[config.mk]
export PLATFORM = sky130hd
export DESIGN_NAME = w_sched_ctrl
export DESIGN_NICKNAME = d
export VERILOG_FILES = /design/src/rtl/sha256_pkg.sv /design/src/rtl/w_sched_ctrl.sv
export SDC_FILE = /design/constraint.sdc
export NUM_CORES = 1
export LEC_CHECK = 0
export CORE_MARGIN = 2
export CORE_UTILIZATION = 35
export DETAILED_ROUTE_END_ITERATION = 16
export GPL_ROUTABILITY_DRIVEN = 0
export RECOVER_POWER = 50
export SETUP_SLACK_MARGIN = 0.4
export SYNTH_ARGS = -nofsm -noshare
export SYNTH_HDL_FRONTEND = slang
export SYNTH_SLANG_ARGS = --single-unit
[constraint.sdc]
create_clock -name clock -period 5.3 [get_ports clock]
set_input_delay 1.06 -clock clock [delete_from_list [all_inputs] [get_ports clock]]
set_output_delay 1.06 -clock clock [all_outputs]
set_load 0.03 [all_outputs]
[src/rtl/sha256_pkg.sv]
// Shared types and constants for the SHA-256 message-schedule sequencer.
package sha256_pkg;

  localparam int unsigned W_LENGTH_DEFAULT = 64;
  localparam int unsigned W_LOAD_WORDS     = 16;
  localparam int unsigned IDX_W            = $clog2(W_LENGTH_DEFAULT) + 1;

  typedef enum logic [2:0] {
    StIdle,
    StLoad,
    StWait16,
    StExpand,
    StRound,
    StDone
  } w_sched_state_t;

  // States in which the loader/expander datapath is clocked.
  function automatic logic loader_active(input w_sched_state_t s);
    return (s == StLoad) || (s == StWait16) || (s == StExpand);
  endfunction

endpackage

[src/rtl/w_sched_ctrl.sv]
// Sequencer for the SHA-256 message schedule: loads 16 words, expands to W_LENGTH,
// then streams round indices to the compression engine. Every output is a flop.
module w_sched_ctrl
  import sha256_pkg::*;
#(
  parameter int unsigned W_LENGTH = W_LENGTH_DEFAULT,
  localparam int unsigned IdxW = $clog2(W_LENGTH) + 1,
  localparam int unsigned RndW = $clog2(W_LENGTH)
) (
  input  logic            clock,
  input  logic            reset,
  input  logic            abort,
  input  logic            blk_valid,
  input  logic            last_block,
  output logic            blk_ready,
  output logic            w_enable,
  output logic [IdxW-1:0] w_vector_index,
  output logic            w_index_complete,
  input  logic            w_16_complete,
  output logic            round_valid,
  input  logic            round_ready,
  output logic [RndW-1:0] round_index,
  output logic            hash_init,
  output logic            digest_valid,
  output logic            busy
);

  localparam logic [IdxW-1:0] LastLoadIdx  = IdxW'(W_LOAD_WORDS - 1);
  localparam logic [IdxW-1:0] FirstExpIdx  = IdxW'(W_LOAD_WORDS);
  localparam logic [IdxW-1:0] LastWordIdx  = IdxW'(W_LENGTH - 1);
  localparam logic [RndW-1:0] LastRoundIdx = RndW'(W_LENGTH - 1);

  w_sched_state_t  state_q, state_d;
  logic [IdxW-1:0] idx_q, idx_d;
  logic [RndW-1:0] ridx_q, ridx_d;
  logic            first_q, first_d;
  logic            last_q, last_d;

  logic            blk_ready_q, blk_ready_d;
  logic            w_enable_q, w_enable_d;
  logic            w_index_complete_q, w_index_complete_d;
  logic            round_valid_q, round_valid_d;
  logic            hash_init_q, hash_init_d;
  logic            digest_valid_q, digest_valid_d;
  logic            busy_q, busy_d;

  logic            blk_hs;
  logic            rnd_hs;

  // blk_ready_q gates the handshake so the cycle right after reset accepts nothing.
  assign blk_hs = (state_q == StIdle) && blk_ready_q && blk_valid && !abort;
  assign rnd_hs = round_valid_q && round_ready;

  always_comb begin
    state_d        = state_q;
    idx_d          = idx_q;
    ridx_d         = ridx_q;
    first_d        = first_q;
    last_d         = last_q;
    hash_init_d    = 1'b0;
    digest_valid_d = 1'b0;

    unique case (state_q)
      StIdle: begin
        if (blk_hs) begin
          last_d      = last_block;
          hash_init_d = first_q;
          first_d     = 1'b0;
          idx_d       = '0;
          state_d     = StLoad;
        end
      end
      StLoad: begin
        if (idx_q == LastLoadIdx) begin
          state_d = StWait16;
        end else begin
          idx_d = idx_q + 1'b1;
        end
      end
      StWait16: begin
        if (w_16_complete) begin
          idx_d   = FirstExpIdx;
          state_d = StExpand;
        end
      end
      StExpand: begin
        if (idx_q == LastWordIdx) begin
          ridx_d  = '0;
          state_d = StRound;
        end else begin
          idx_d = idx_q + 1'b1;
        end
      end
      StRound: begin
        if (rnd_hs) begin
          if (ridx_q == LastRoundIdx) begin
            // Pulse is generated on entry so it is visible during the DONE cycle.
            digest_valid_d = last_q;
            if (last_q) begin
              first_d = 1'b1;
            end
            state_d = StDone;
          end else begin
            ridx_d = ridx_q + 1'b1;
          end
        end
      end
      StDone: begin
        state_d = StIdle;
      end
      default: begin
        state_d = StIdle;
      end
    endcase

    if (abort) begin
      state_d        = StIdle;
      hash_init_d    = 1'b0;
      digest_valid_d = 1'b0;
      first_d        = 1'b1;
    end

    if (state_d == StIdle) begin
      idx_d = '0;
    end

    // Outputs are decoded from the next state so they register alongside it.
    blk_ready_d        = (state_d == StIdle);
    busy_d             = (state_d != StIdle);
    w_enable_d         = loader_active(state_d);
    w_index_complete_d = (state_d == StExpand) || (state_d == StRound) || (state_d == StDone);
    round_valid_d      = (state_d == StRound);
  end

  always_ff @(posedge clock or posedge reset) begin
    if (reset) begin
      state_q            <= StIdle;
      idx_q              <= '0;
      ridx_q             <= '0;
      first_q            <= 1'b1;
      last_q             <= 1'b0;
      blk_ready_q        <= 1'b0;
      w_enable_q         <= 1'b0;
      w_index_complete_q <= 1'b0;
      round_valid_q      <= 1'b0;
      hash_init_q        <= 1'b0;
      digest_valid_q     <= 1'b0;
      busy_q             <= 1'b0;
    end else begin
      state_q            <= state_d;
      idx_q              <= idx_d;
      ridx_q             <= ridx_d;
      first_q            <= first_d;
      last_q             <= last_d;
      blk_ready_q        <= blk_ready_d;
      w_enable_q         <= w_enable_d;
      w_index_complete_q <= w_index_complete_d;
      round_valid_q      <= round_valid_d;
      hash_init_q        <= hash_init_d;
      digest_valid_q     <= digest_valid_d;
      busy_q             <= busy_d;
    end
  end

  assign blk_ready        = blk_ready_q;
  assign w_enable         = w_enable_q;
  assign w_vector_index   = idx_q;
  assign w_index_complete = w_index_complete_q;
  assign round_valid      = round_valid_q;
  assign round_index      = ridx_q;
  assign hash_init        = hash_init_q;
  assign digest_valid     = digest_valid_q;
  assign busy             = busy_q;

endmodule

Yosys cells after proc, flatten, opt, wreduce, memory -nomap -nowiden
Cells that the tools add are included.

Flip-flop bits (word level): 25. Input port bits: 7. Output and inout port bits: 20. Logic and storage cells: 87.

Add/sub/neg operators: 2. Eq/ne operators: 23. Multiplexer cells: 31. Reduce and logical (&&, ||, !) cells: 19.

Operators with widths (number): two-way mux 7 bit (5); one-hot mux 7 bit (4 select lines) (1); inequality test 3 bit, second input constant (8); two-way mux 3 bit (7); two-way mux 6 bit (3); one-hot mux 3 bit (5 select lines) (1); equality test 3 x 2 -> 1 bit, second input constant (4); two-way mux 1 bit (12); one-hot mux 6 bit (2 select lines) (1); AND reduction 5 bit (2); equality test 3 bit, second input constant (3); adder 7 x 1 -> 7 bit, second input constant (1); equality test 7 x 4 -> 1 bit, second input constant (1); equality test 7 x 6 -> 1 bit, second input constant (1); adder 6 x 1 -> 6 bit, second input constant (1); equality test 3 x 1 -> 1 bit, second input constant (2); equality test 6 bit, second input constant (1); zero test 3 bit (2); inequality test 2 bit, second input constant (3); nonzero test 3 bit (2); nonzero test 5 bit (1); logical AND 1 bit (4); logical OR 1 bit (4); AND reduction 4 bit (1); 4 further kinds (4).

Logic depth before layout (Yosys ltp)
Gate-level depths: netlist (run 1).

Depth after elaboration: 10. Depth in mapped cells: 9. Mapped depth without buffers: 7.

Worst setup path before layout (run 1)
Ideal clock, no wire load.

Kind: input-to-reg. From: input port abort. To: register idx_q[5] (netlist: w_vector_index[5]). Setup time: 0.119 ns. Arrival: 2.379 ns. Required time: 5.181 ns. Path slack: 2.802 ns. Cell stages on the path: 7. Buffers on the path: 1. Cells stage by stage: nor2_1 -> a31oi_1 -> or4b_1 -> buf_2 -> nor3_1 -> xnor2_1 -> nor2_1.

Word-level cells in the longest chain between the ends: 8. Elaborated cells on any way between the ends: 13.

RTL lines: start: declaration (RTL line w_sched_ctrl.sv:12) `input logic abort,`; zero test 1 bit (RTL line w_sched_ctrl.sv:51) `assign blk_hs = (state_q == StIdle) && blk_ready_q && blk_valid && !abort;`; logical AND 1 bit (RTL line w_sched_ctrl.sv:51); two-way mux 3 bit (RTL line w_sched_ctrl.sv:65) `if (blk_hs) begin`; one-hot mux 3 bit (5 select lines) (RTL line w_sched_ctrl.sv:63) `unique case (state_q)`; two-way mux 3 bit (RTL line w_sched_ctrl.sv:116) `if (abort) begin`; zero test 3 bit (RTL line w_sched_ctrl.sv:123) `if (state_d == StIdle) begin`; inequality test 3 bit (no source line) / nonzero test 5 bit (equally long branches); AND reduction 5 bit (no source line); end signal: assignment (RTL line w_sched_ctrl.sv:151) `idx_q <= idx_d;`; end: declaration (RTL line w_sched_ctrl.sv:34) `logic [IdxW-1:0] idx_q, idx_d;`.

Parallel ways exist; a longest one is shown, timed or not. A chain may end at the register's enable or synchronous reset.

Worst setup path in the final report (run 1)
Ends and elaborated chain as after synthesis.

==> results of run 1 <==
[critical path: cells and delay by family]
kind | cells | cell delay, ns
buf+inv | 1 | 0.60
xor+xnor | 1 | 0.16
simple gates | 4 | 1.26
compound gates | 1 | 0.15
[power by group through the flow]
| stage | logic, uW | clock network [uW] | registers (uW) |
|---|---|---|---|
| 6_report | 40.2 | 115 | 203 |
| 5_1_grt | 44.8 | 125 | 204 |
| 4_1_cts | 41.9 | 118 | 203 |
| 3_5_place_dp | 41.7 | 0 | 207 |
| 3_3_place_gp | 41.2 | 0 | 207 |
| 2_1_floorplan | 23.1 | 0 | 210 |
[final timing paths]
check,slack (ns),from,cells after the start,to
min in group asynchronous,1.43,reset,2,last_q
worst max register to register,2.70,state_q[0],6,w_vector_index[5]
max in group asynchronous,3.31,reset,2,state_q[2]
worst max-delay path,2.23,abort,7,w_vector_index[5]
worst min-delay path,0.52,last_q,1,last_q
worst min register to register,0.52,last_q,1,last_q
[cells in the final DEF, fill, tap and decap left out, types with 2 or more instances in the layout]
cell	n
ha_1	2
clkbuf_8	3
clkdlybuf4s50_1	22
dfrtp_1	24
a31oi_1	2
nand2_1	11
inv_1	6
dlygate4sd3_1	4
nor3_1	5
nor2_1	22
mux2_2	2
nand3_1	10
o21ai_0	9
nor4_1	3
or2_2	2
and4_1	3
nand4_1	2
nand2b_1	2
or3_1	2
xnor2_1	4
a21oi_1	8
[synthesized netlist by cell type, drive strengths merged (3+ instances only)]
library cell / number / area share (%)
o21ai: 9 / 3.4
nor2: 22 / 6.3
and4: 3 / 2.1
a21oi: 8 / 3.0
nor4: 3 / 2.6
nor3: 5 / 1.9
xnor2: 4 / 2.7
nand3: 10 / 3.8
buf: 7 / 4.3
dfrtp: 24 / 46
inv: 6 / 1.7
nand2: 11 / 3.1
[layout make-up]
type / instances / area (um^2)
well taps: 48 / 60.1
fillers: 370 / 2020
clock buffers: 4 / 45.0
multi-input cells: 103 / 596
repair buffers: 26 / 260
inverters: 6 / 22.5
flip-flops and latches: 25 / 627
[logic make-up after synthesis]
group | after synthesis | synth area share (%)
adders and majority gates | 2 | 1.90
xor gates and xnor gates | 4 | 2.66
AOI/OAI and AO/OA | 26 | 11.9
and+or+nand+nor | 69 | 28.3
muxes | 2 | 1.71
DFF | 25 | 47.6
buffers and inverters | 13 | 5.98
[layer usage]
| layer | up-vias | global-route usage [%] |
|---|---|---|
| met3 | 2 | 3.94 |
| met5 | - | 0 |
| met2 | 31 | 24.0 |
| met1 | 521 | 19.1 |
| li1 | 540 | - |
| met4 | 0 | 4.43 |
[per-stage QoR]
step	cells	total power, uW	hold slack, ns	instance area, um^2
final	212	358	0.515	1610
after detailed placement	208	249	0.505	1580
after floorplan	141	234	0.480	1320
after CTS	212	363	0.525	1630
after global routing	212	374	0.539	1610
after global placement	208	248	0.494	1580
==> flow_summary.json, run 1 <==
{
  "grt_setup_unrepaired": "no",
  "setup_violations": 0,
  "cts_root_buf": "clkbuf_8",
  "pwr-share-comb_pct": 11.2,
  "cp-start-kind": "input port",
  "ant_nets": 0,
  "hold_class": "reg2reg",
  "ys_warn_count": 0,
  "holdBufCountCts": 0,
  "hold_viol": 0,
  "synth.cell_area_mm2": 0.00132,
  "synth.distinct_cells": 39,
  "place_ws_ns": 2.05,
  "die_x_um": 65.4,
  "grt_util_all_layers_pct": 14.7,
  "setup_tns_ns": 0,
  "dr.pass1.iters": 4,
  "syn_to_final_growth_pct": 22.2,
  "drc": 0,
  "ys_ff_latch": 25,
  "crit_type": "in2reg",
  "clockPowerShare_pct": 32.2,
  "grt_pass1_wl_um": 4830,
  "n_antenna_cell": 0,
  "route.met3.wl_um": 157,
  "cpPeakStageDelay_ns": 0.66,
  "synth_flop_cell": "dfrtp_1",
  "clk_latency_ns": 0.27,
  "worstSetupEndpointType": "flop",
  "overflow": 0,
  "layout.nets": 174,
  "cp.arrival_ns": 3.24,
  "cts_tree": "yes",
  "worst_pin_slew_ns": 0.920,
  "cts.sinks": 25,
  "crit_slowest_cell": "or4b_1",
  "swShare_pct": 25.3,
  "hpwl_um": 2120,
  "drt-total-wl_um": 2830,
  "post_cts.repair.setup_buffers": 0,
  "dr_wl_met2_um": 1360,
  "ys_seq_area_share_pct": 47.6,
  "clk_path_buf_depth": 2,
  "core.rowCount": 22,
  "p_sw_uw": 90.7,
  "p_leak_uw": 0.000665,
  "largest_reg_flops": 7,
  "max_clock_freq_mhz": 326,
  "portBuffers": 26,
  "clk_pin_slew_ns": 0.09,
  "slew_violations": 0,
  "topRoutingLayerUsed": "met4",
  "path_common_cell": "nor2_1",
  "drtIter0Drc": 72,
  "async_flop_share_pct": 100,
  "drv_cap": 0,
  "fin_crit_ns": 3.07,
  "maxSlewHeadroom_pct": 38.6,
  "dieArea_mm2": 0.00427,
  "num_vias": 1094,
  "viasPerCell": 5.16,
  "finClkSkew_ns": 0.00348,
  "crit_chain": "dlygate4sd3_1, nor2_1, a31oi_1, or4b_1, nor3_1, xnor2_1, nor2_1",
  "syn_inst": 141,
  "num_io_pins": 27,
  "postSynthNetCount": 150,
  "start_util_pct": 36.3,
  "synth_edf_count": 0,
  "vdd.ir_drop.worst_v": 0.000126,
  "die_h_um": 65.4,
  "crit_path_max_fanout": 10,
  "outcome": "finished, final reports clean",
  "finalWorstSetupSlack_ns": 2.23,
  "wl_met1_um": 1290,
  "sequentialPowerShare_pct": 56.6,
  "fin_util_pct": 44.3,
  "numCtsBuffers": 3,
  "core_area_mm2": 0.00363,
  "antenna_found_initial": 0,
  "power_density_mw_per_mm2": 223,
  "worst_ep_required_time_ns": 5.47,
  "grt_max_degree": 26,
  "post_drt_wl_per_cell_um": 13.3,
  "cts_max_level": 1,
  "layout-drive-gt1-share_pct": 6.71,
  "intPower_uw": 268,
  "avgSynthCellArea_um2": 9.34,
  "post-route-period-util_pct": 57.9,
  "grt_pass1_vias": 1040,
  "cts_resized": 0
}
(Power assumes the default switching activity.)
==> inputs of run 2 (changes only) <==
clock period = 2.75 ns   (was 5.3 ns; I/O delays follow)
==> run 2 against run 1 <==
- via count rose by 3.9%
- global-route usage rose by 0.63 points
- largest power group unchanged
- wire length rose by 5.5%
- first-iteration DRC count fell by 21%
- highest routed layer unchanged
- critical path depth fell by 1
- non-clock buffer count rose by 5
- combinational power rose by 120%
==> flow_summary.json, run 2 (same netlist as run 1, synthesis figures left out) <==
{
  "cts_root_buf": "clkbuf_8",
  "viasPerCell": 5.24,
  "grt_pass1_wl_um": 5150,
  "core_area_mm2": 0.00363,
  "hold_viol": 0,
  "r2r_cells": 6,
  "setup_violations": 0,
  "crit_chain": "or3b_1, nor4_1, o21ai_1, and4_1, a311o_1, nor2_1",
  "clk_latency_ns": 0.27,
  "slew_violations": 0,
  "post_cts.repair.setup_buffers": 0,
  "p_leak_uw": 0.000690,
  "worst_pin_slew_ns": 0.625,
  "post-route-period-util_pct": 86.6,
  "grt_pass1_vias": 1125,
  "dieArea_mm2": 0.00427,
  "crit_path_max_fanout": 10,
  "maxSlewHeadroom_pct": 58.3,
  "seq_area_um2": 628,
  "drtIter0Drc": 57,
  "antenna_found_initial": 0,
  "whs_path_depth": 2,
  "grt_util_all_layers_pct": 15.3,
  "largest_reg_flops": 7,
  "cts_max_level": 1,
  "worst_ep_required_time_ns": 2.96,
  "setup_tns_ns": 0,
  "n_fill_cell": 371,
  "finalWorstSetupSlack_ns": 0.368,
  "layout.nets": 179,
  "cp-start-kind": "flop",
  "cts_tree": "yes",
  "cp.arrival_ns": 2.59,
  "portBuffers": 26,
  "holdBufCountCts": 0,
  "core.rowCount": 22,
  "cts.sinks": 25,
  "dr.pass1.iters": 4,
  "crit_family": "simple AND/OR/NAND/NOR gates",
  "num_vias": 1137,
  "n_antenna_cell": 0,
  "path_buf_inv": 0,
  "worstSetupEndpointType": "flop",
  "crit_slowest_cell": "or3b_1",
  "power_density_mw_per_mm2": 413,
  "overflow": 0,
  "start_util_pct": 36.3,
  "path_depth": 6,
  "clk_path_buf_depth": 2,
  "cpPeakStageDelay_ns": 0.54,
  "ff2ff_setup_slack_ns": 0.37,
  "layout-drive-gt1-share_pct": 11.8,
  "finClkSkew_ns": 0.00759,
  "die_h_um": 65.4,
  "drt-total-wl_um": 2980,
  "num_io_pins": 27,
  "final_common_cell": "dfrtp_1",
  "hold_class": "reg2reg",
  "drc": 0,
  "crit_type": "reg2reg",
  "numCtsBuffers": 3,
  "post_drt_wl_per_cell_um": 13.7,
  "syn_to_final_growth_pct": 26.8,
  "max_clock_freq_mhz": 420,
  "final_cell_mix": "dfrtp_1 (23), nor2_1 (22), clkdlybuf4s50_1 (20)",
  "grt_setup_unrepaired": "no",
  "fin_crit_ns": 2.38,
  "place_ws_ns": 0.181,
  "multi_input_area_um2": 621,
  "grt_max_degree": 15,
  "drv_cap": 0,
  "vdd.ir_drop.worst_v": 0.000261,
  "ant_nets": 0,
  "hpwl_um": 2200,
  "clk_pin_slew_ns": 0.09,
  "die_x_um": 65.4,
  "outcome": "finished, final reports clean"
}
-- run 2: cell type report --
class,count,area share (%)
clock buffers,4,2.70
multi-input cells,103,37.2
inverters,6,1.35
repair buffers,31,17.6
flip-flops and latches,25,37.6
well taps,48,3.60
-- run 2: timing repair --
action,CTS,global route
gates resized for setup,2,3
endpoints found under the setup margin,4,3
pin swaps,0,1
-- run 2: path summary, 6_finish.rpt --
check / end / from
worst max-delay path: w_vector_index[5] / state_q[1]
worst min-delay path: first_q / last_q
min in group asynchronous: w_vector_index[3] / reset
max in group asynchronous: round_index[4] / reset
worst max register to register: w_vector_index[5] / state_q[1]
worst min register to register: first_q / last_q
-- run 2: power by group --
group          switching, uW  internal [uW]  total (uW)
clock network            110            104         213
logic                   53.1           36.8        90.0
registers               6.18            381         387
total                    169            521         690
-- run 2: per-layer routing --
| metal | track usage, % | vias to the layer above | routed length, um |
|---|---|---|---|
| met5 | 0 | - | 0 |
| met4 | 4.69 | 0 | 34 |
| met3 | 2.57 | 4 | 123 |
| met2 | 26.0 | 37 | 1490 |
| met1 | 20.0 | 538 | 1330 |
| li1 | - | 558 | - |
-- run 2: per-stage QoR --
| step | instances | hold slack [ns] | total power, uW | cell area [um^2] | utilization [%] |
|---|---|---|---|---|---|
| final | 217 | 0.514 | 690 | 1670 | 46.0 |
| after global placement | 213 | 0.494 | 484 | 1620 | 44.7 |
| after floorplan | 141 | 0.480 | 450 | 1320 | - |
| after detailed placement | 213 | 0.503 | 485 | 1620 | 44.7 |
| after CTS | 217 | 0.518 | 700 | 1680 | 46.2 |
| after global routing | 217 | 0.543 | 733 | 1670 | 46.0 |
-- run 2: worst reg2reg max path, delay by kind of cell (launching register included) --
family,cells,cell delay [ns]
flip-flops,1,0.50
AND/OR/NAND/NOR,4,1.30
AO/OA/AOI/OAI,2,0.52
